===== config.mk =====
export PLATFORM = sky130hd
export DESIGN_NAME = mul_share_ctrl
export DESIGN_NICKNAME = d
export VERILOG_FILES = /design/src/rtl/mul_share_ctrl.sv
export SDC_FILE = /design/constraint.sdc
export NUM_CORES = 1
export LEC_CHECK = 0
export BUFFER_PORTS_ARGS = -buffer_cell sky130_fd_sc_hd__buf_2
export CAP_MARGIN = 20
export CORE_MARGIN = 1.5
export CORE_UTILIZATION = 35
export DETAILED_ROUTE_END_ITERATION = 8
export GPL_ROUTABILITY_DRIVEN = 0
export PLACE_DENSITY_LB_ADDON = 0.05
export SLEW_MARGIN = 20
export SYNTH_ARGS = -nofsm -noshare
export SYNTH_HDL_FRONTEND = slang
export SYNTH_SLANG_ARGS = --single-unit
export TNS_END_PERCENT = 20

===== constraint.sdc =====
create_clock -name clk -period 6.7 [get_ports clk]
set_input_delay 1.005 -clock clk [delete_from_list [all_inputs] [get_ports clk]]
set_output_delay 1.005 -clock clk [all_outputs]
set_load 0.01 [all_outputs]

===== src/rtl/mul_share_ctrl.sv =====
// mul_share_ctrl: round-robin sequencer for the shared 32x32 signed multiplier.
// Two requesters submit operand pairs. One winner at a time is granted. Its
// operands are registered onto the multiplier inputs. After MUL_LAT edges the
// 64-bit product is latched into HI/LO, and the winner gets a one-cycle done.
//
// Ports:
//   clk, reset            clock, asynchronous active-high reset
//   req0/req1             requests, held with operands stable until ack
//   mplr0/1, mcnd0/1      operand pairs from requester 0 / 1
//   ack0/ack1             one-cycle grant pulse (operands captured)
//   done0/done1           one-cycle pulse, HI/LO hold that requester's product
//   busy                  high whenever the controller is not idle
//   mul_mplr, mul_mcnd    registered operands to the multiplier
//   mul_y                 64-bit product from the multiplier
//   hi, lo                product bits [63:32] / [31:0]
//   hi_lo_we              HI/LO write strobe, coincident with done0/done1
module mul_share_ctrl #(
    parameter int unsigned MUL_LAT = 1  // legal range 1..15
) (
    input  logic        clk,
    input  logic        reset,
    input  logic        req0,
    input  logic        req1,
    input  logic [31:0] mplr0,
    input  logic [31:0] mplr1,
    input  logic [31:0] mcnd0,
    input  logic [31:0] mcnd1,
    output logic        ack0,
    output logic        ack1,
    output logic        done0,
    output logic        done1,
    output logic        busy,
    output logic [31:0] mul_mplr,
    output logic [31:0] mul_mcnd,
    input  logic [63:0] mul_y,
    output logic [31:0] hi,
    output logic [31:0] lo,
    output logic        hi_lo_we
);

    localparam int unsigned DATA_W = 32;
    localparam int unsigned PROD_W = 64;
    localparam int unsigned CNT_W  = 4;

    typedef enum logic [1:0] {
        IDLE = 2'd0,
        WAIT = 2'd1,
        DONE = 2'd2
    } state_t;

    state_t              state_q, state_d;
    logic                prio_q, prio_d;      // port that wins a tie
    logic                win_q, win_d;        // port currently being served
    logic [CNT_W-1:0]    cnt_q, cnt_d;
    logic                ack0_q, ack0_d;
    logic                ack1_q, ack1_d;
    logic                done0_q, done0_d;
    logic                done1_q, done1_d;
    logic                we_q, we_d;
    logic                busy_q, busy_d;
    logic [DATA_W-1:0]   mplr_q, mplr_d;
    logic [DATA_W-1:0]   mcnd_q, mcnd_d;
    logic [DATA_W-1:0]   hi_q, hi_d;
    logic [DATA_W-1:0]   lo_q, lo_d;

    logic                arb_prio;
    logic                pick1;
    logic                any_req;
    logic                grant;

    // Arbitration. The edge leaving DONE arbitrates as if idle, using the
    // already-toggled pointer, so back-to-back products sustain one per
    // MUL_LAT+2 cycles.
    always_comb begin
        arb_prio = (state_q == DONE) ? ~win_q : prio_q;
        any_req  = req0 | req1;
        pick1    = req1 & (~req0 | arb_prio);
        grant    = any_req & ((state_q == IDLE) | (state_q == DONE));
    end

    // Next-state and registered-output logic.
    always_comb begin
        state_d = state_q;
        prio_d  = prio_q;
        win_d   = win_q;
        cnt_d   = cnt_q;
        ack0_d  = 1'b0;
        ack1_d  = 1'b0;
        done0_d = 1'b0;
        done1_d = 1'b0;
        we_d    = 1'b0;
        mplr_d  = mplr_q;
        mcnd_d  = mcnd_q;
        hi_d    = hi_q;
        lo_d    = lo_q;

        case (state_q)
            IDLE: begin
                state_d = IDLE;
            end
            WAIT: begin
                if (cnt_q != '0) begin
                    cnt_d = cnt_q - CNT_W'(1);
                end else begin
                    hi_d    = mul_y[PROD_W-1:DATA_W];
                    lo_d    = mul_y[DATA_W-1:0];
                    we_d    = 1'b1;
                    done0_d = ~win_q;
                    done1_d = win_q;
                    state_d = DONE;
                end
            end
            DONE: begin
                prio_d  = ~win_q;
                state_d = IDLE;
            end
            default: begin
                state_d = IDLE;
            end
        endcase

        if (grant) begin
            win_d   = pick1;
            mplr_d  = pick1 ? mplr1 : mplr0;
            mcnd_d  = pick1 ? mcnd1 : mcnd0;
            ack0_d  = ~pick1;
            ack1_d  = pick1;
            cnt_d   = CNT_W'(MUL_LAT);
            state_d = WAIT;
        end

        busy_d = (state_d != IDLE);
    end

    // State and output registers; reset aborts any operation in flight.
    always_ff @(posedge clk or posedge reset) begin
        if (reset) begin
            state_q <= IDLE;
            prio_q  <= 1'b0;
            win_q   <= 1'b0;
            cnt_q   <= '0;
            ack0_q  <= 1'b0;
            ack1_q  <= 1'b0;
            done0_q <= 1'b0;
            done1_q <= 1'b0;
            we_q    <= 1'b0;
            busy_q  <= 1'b0;
            mplr_q  <= '0;
            mcnd_q  <= '0;
            hi_q    <= '0;
            lo_q    <= '0;
        end else begin
            state_q <= state_d;
            prio_q  <= prio_d;
            win_q   <= win_d;
            cnt_q   <= cnt_d;
            ack0_q  <= ack0_d;
            ack1_q  <= ack1_d;
            done0_q <= done0_d;
            done1_q <= done1_d;
            we_q    <= we_d;
            busy_q  <= busy_d;
            mplr_q  <= mplr_d;
            mcnd_q  <= mcnd_d;
            hi_q    <= hi_d;
            lo_q    <= lo_d;
        end
    end

    assign ack0     = ack0_q;
    assign ack1     = ack1_q;
    assign done0    = done0_q;
    assign done1    = done1_q;
    assign busy     = busy_q;
    assign hi_lo_we = we_q;
    assign mul_mplr = mplr_q;
    assign mul_mcnd = mcnd_q;
    assign hi       = hi_q;
    assign lo       = lo_q;

endmodule


==> results of run 1 <==
## power breakdown
part / internal [uW] / total (uW) / switching [uW]
registers: 1280 / 1480 / 205
clock network: 578 / 934 / 356
logic: 818 / 1600 / 785
## worst max-delay path, stage by stage, from the launching register on
cell and delay, ps:
dfrtp_1 410, inv_1 90, ha_1 130, nor3b_2 320, nor2b_4 200, buf_4 640
mux2_2 420
## area by class of cell
type,count,area (um^2),share of cell area
clock buffers,23,478.0,0.05858
diodes,1,2.502,0.0003067
repair buffers,335,1712,0.2098
multi-input cells,225,2008,0.2461
clock inverters,9,107.6,0.01319
flip-flops and latches,142,3553,0.4355
inverters,6,27.53,0.003374
well taps,216,270.3,0.03312
## per-stage QoR
step                      setup WS, ps  utilization  instance area [um^2]  hold WS, ps  power, uW
final                             4289       0.5099                  8159        497.4       4019
after global routing              4114       0.5099                  8159        510.1       4280
after CTS                         4289       0.5081                  8129        502.7       4069
after detailed placement          3875       0.4715                  7543        489.7       3116
after global placement            3942       0.4715                  7543        485.0       3080
after floorplan                   1885            -                  5786        477.1       2499
## sequential cells by signal (all words and copies together) (netlist names), 2 cells and up
name,count
hi,32
lo,32
mul_mcnd,32
mul_mplr,32
cnt_q,4
state_q,2
## layer usage
| layer | global-route usage | part of all wire |
|---|---|---|
| met5 | 0 | 0 |
| met2 | 0.3447 | 0.53 |
| met4 | 0.08333 | 0.019 |
| met1 | 0.2267 | 0.40 |
| met3 | 0.05363 | 0.057 |
## worst paths after layout
kind	startpoint	end	slack (ps)	cells after the start
setup reg to reg	cnt_q[0]$_DFFE_PP0P_	lo[2]$_DFFE_PP0P_	4290	6
hold / removal	hi[30]$_DFFE_PP0P_	hi[30]$_DFFE_PP0P_	500	1
min in group asynchronous	reset	hi[13]$_DFFE_PP0P_	660	2
setup / recovery	cnt_q[0]$_DFFE_PP0P_	lo[2]$_DFFE_PP0P_	4290	6
hold reg to reg	hi[30]$_DFFE_PP0P_	hi[30]$_DFFE_PP0P_	500	1
max in group asynchronous	reset	mul_mplr[6]$_DFFE_PP0P_	4930	4
## logic make-up (layout without fill, tap and decap cells)
logic type | count (synthesis) | after routing | share of synthesized area
flops | 142 | 142 | 0.6142
simple gates | 82 | 82 | 0.08737
compound gates | 75 | 75 | 0.1250
mux | 65 | 65 | 0.1263
buf+inv | 34 | 373 | 0.04131
fa+ha+maj | 2 | 2 | 0.004325
xor+xnor | 1 | 1 | 0.001514
other cells | 0 | 1 | 0
## cells in the final DEF, fill, tap and decap left out, types with 2 or more instances in the layout
cell type   count
nand2_1         4
bufinv_16       2
nor2b_1         2
buf_4           5
clkinvlp_4      2
clkinv_2        3
nor2_1          5
inv_6           3
o21ai_0         3
buf_2         329
mux2_2         64
clkbuf_1        3
nand2b_1        2
clkbuf_8        3
and2_1         64
dfrtp_1       142
a221o_1        64
clkbuf_16      17
ha_1            2
inv_1           5
==> flow_summary.ini, run 1 <==
[run_status]
outcome = complete, no violations

[sta]
maxSlewViolCount = 0
max_slew.worst_pin.slew_ps = 849.7
finalCritPeriodShare = 0.3598
maxSlewHeadroom = 0.4336
period_needed_ps = 2411
rsz0062_at_grt = no
max_freq_mhz = 414.8
hold_viol = 0
tns_ps = 0
worst_clock_skew_ps = 8.376
setup_viol = 0

[synthesis]
ys_seq_area_frac = 0.6142
synth_commonest_cells = dfrtp_1 (142), a221o_1 (64), and2_1 (64), mux2_2 (64), buf_2 (9)
synthArstFlopShare = 1.000
synth_area_leaders = dfrtp_1 (61%), mux2_2 (12%), a221o_1 (11%), and2_1 (6.9%), buf_6 (1.4%)
synth-edff-count = 0
ys_seq_elements = 142
synth_most_common_cell = dfrtp_1
synth.distinct_cells = 30
synth_cells = 401
synth_flop_cell = dfrtp_1
syn_area_per_cell_um2 = 14.43
yosysTopAreaCellShare = 0.6142
synthesis.nets = 599
syn_area_um2 = 5786
ys_warn_count = 0
synth_top_area_cell = dfrtp_1

[cts]
cts_hold_buffers = 0
cts_resized = 0
cts_buffers = 17
path_clk_slew_ps = 60
root_buffer = clkbuf_16
clock_latency_ps = 410
clock_path_buffers = 2
cts_tree = done
htreeDepth = 4
cts_sinks = 142
cts_setup_buffers = 0

[setup_path]
end_kind = flip-flop
cp.required_ps = 6990
start_kind = flip-flop
cp_max_fo = 66
crit_arrival_ps = 2700
crit_type = flip-flop to flip-flop

[drt]
wl_per_cell_um = 17.62
viasPerCell = 4.810
final_antenna_net_count = 0
vias = 4603
finalWirelength_um = 16870
dr.pass1.iters = 4
initialDrtViolationCount = 191
drc = 0

[die]
die_area_um2 = 17310
core.rowCount = 46
core_um2 = 16000
die_height_um = 131.6
initial_core_util = 0.3616
pin_count = 330
die_width_um = 131.6

[global_route]
antenna_found_initial = 1
grt_pass1_wl_um = 26570
grt_overflow = 0
grt_pass1_vias = 4826
grt_usage = 0.1971
grt_max_degree = 77

[placed_design]
portBuffers = 329
dp_cells = 923
dp_hpwl_um = 12400

[cells_and_area]
final_nets = 925
nFillCells = 1493
final_cells = 957
drive_above_1_share = 0.5878
area.growth.synth_to_final_pct = 41.03

[pwr]
p_leak_uw = 0.004153
powerDensity_nw_per_um2 = 492.5
max-vdd-ir-drop_v = 0.0001795

[hold_path]
hold_path_class = flip-flop to flip-flop

[flow_run]
max-cap-violations = 0
No activity file was read; power rests on OpenSTA's default activity.
==> run 2, diff against run 1 <==
clock period = 2.2 ns   (was 6.7 ns; I/O delays follow)
==> run 2 against run 1 <==
Compared with the run above:
- fmax grew 25%
- critical path type unchanged
- clock power grew to 3.1 times the previous value
- hold slack lost 360 ps
- largest cell class unchanged
- critical path depth is the same
- routed wire length shrank 0.28%
- count of clock-buffer cells in the layout shrank 3
- final cell count grew 0.42%
- worst setup slack lost 4000 ps
==> flow_summary.ini, run 2 (synthesis results as in run 1) <==
[setup_path]
r2r_cells = 6
path_cells = inv_1 > ha_1 > nor3b_2 > nor2b_4 > buf_12 > mux2_2
crit_arrival_ps = 2230
cp_max_fo = 36
cp.depth = 6
crit_type = flip-flop to flip-flop
start_kind = flip-flop
end_kind = flip-flop
slowest_stage = dfrtp_1
critPathMaxStageDelay_ps = 400
critical_path_buf_inv_count = 2
cp_top_family = simple AND/OR/NAND/NOR gates
cp.required_ps = 2490

[cells_and_area]
layout_commonest_cell = buf_2
area.growth.synth_to_final_pct = 42.54
layout_common_cells = buf_2 (329), dfrtp_1 (142), mux2_2 (64), and2_1 (64), a221o_1 (64)
fin_area_um2 = 8247
drive_above_1_share = 0.5908
final_nets = 929

[cts]
clock_latency_ps = 410
cts_buffers = 17
cts_hold_buffers = 1
cts_tree = done
cts_resized = 0
htreeDepth = 4
path_clk_slew_ps = 60
root_buffer = clkbuf_16
cts_sinks = 142
cts_setup_buffers = 0
clock_path_buffers = 2

[sta]
maxSlewViolCount = 0
maxSlewHeadroom = 0.6908
tns_ps = 0
final.setup.worst_slack_ps = 268.2
period_needed_ps = 1932
rsz0062_at_grt = no
worst_clock_skew_ps = 7.276
finalCritPeriodShare = 0.8781
setup_viol = 0
max_freq_mhz = 517.7
hold_viol = 0
max_slew.worst_pin.slew_ps = 462.8

[drt]
dr.pass1.iters = 4
finalWirelength_um = 16820
drc = 0
wl_per_cell_um = 17.50
initialDrtViolationCount = 170
viasPerCell = 4.821
final_antenna_net_count = 0
vias = 4633

[placed_design]
dp_hpwl_um = 12430
postPlaceCellArea_um2 = 7635
place_ws_ps = 254.7
portBuffers = 329

[pwr]
p_clk_frac = 0.234
max-vdd-ir-drop_v = 0.0005517
sequentialPowerShare = 0.362
p_leak_uw = 0.004191
net-switching-power_uw = 4145
p_total_uw = 12440
powerDensity_nw_per_um2 = 1508
switching_share = 0.3333
combPwrFrac = 0.404
intPower_uw = 8291

[hold_path]
hold_path_class = primary input to flip-flop
hold_depth = 2

[die]
initial_core_util = 0.3616
die_area_um2 = 17310
die_height_um = 131.6
core_um2 = 16000
core.rowCount = 46
pin_count = 330
die_width_um = 131.6

[global_route]
antenna_found_initial = 2
grt_usage = 0.1971
grt_overflow = 0
grt_pass1_wl_um = 26410
grt_max_degree = 71
grt_pass1_vias = 4761

[flow_run]
max-cap-violations = 0

[run_status]
outcome = complete, no violations
==> run 2: area by class of cell <==
cell class	count	area, um^2
clock inverter	11	140.1
antenna	2	5.005
multi-input combinational	225	2008
timing repair buffer	339	1787
sequential	142	3553
inverter	6	26.28
clock buffer	20	456.7
tap	216	270.3
fill	1482	7754
==> run 2: per-stage QoR <==
| stage | instances | hold slack [ps] | util |
|---|---|---|---|
| 6_report | 961 | 137.8 | 0.5154 |
| 5_1_grt | 961 | 127.5 | 0.5154 |
| 4_1_cts | 959 | 120.3 | 0.5151 |
| 3_5_place_dp | 927 | 373.7 | 0.4772 |
| 3_3_place_gp | 927 | 362.7 | 0.4772 |
| 2_1_floorplan | 401 | 474.9 | - |
==> run 2: power groups by stage <==
| stage | Combinational, uW | Clock [uW] | Sequential (uW) |
|---|---|---|---|
| 6_report | 5030 | 2900 | 4500 |
| 3_3_place_gp | 5030 | 0 | 4510 |
| 4_1_cts | 5150 | 2960 | 4510 |
| 2_1_floorplan | 2530 | 0 | 5080 |
| 3_5_place_dp | 5130 | 0 | 4530 |
| 5_1_grt | 5500 | 3080 | 4680 |
==> run 2: worst paths after layout <==
check                                     start                       end  slack (ps)
max                        cnt_q[0]$_DFFE_PP0P_         hi[1]$_DFFE_PP0P_         270
min                                   mplr1[17]  mul_mplr[17]$_DFFE_PP0P_         140
max reg2reg                cnt_q[0]$_DFFE_PP0P_         hi[1]$_DFFE_PP0P_         270
min reg2reg                  hi[22]$_DFFE_PP0P_        hi[22]$_DFFE_PP0P_         500
max in group asynchronous                 reset  mul_mplr[28]$_DFFE_PP0P_         990
min in group asynchronous                 reset        lo[29]$_DFFE_PP0P_         480
==> run 2: metal layers <==
layer / global-route usage / routed length (um) / vias up / share of wire
li1: - / - / 2137 / -
met1: 0.2271 / 6586 / 2253 / 0.39
met2: 0.3401 / 8596 / 208 / 0.51
met3: 0.05324 / 1115 / 35 / 0.066
met4: 0.09259 / 520 / 0 / 0.031
met5: 0 / 0 / - / 0
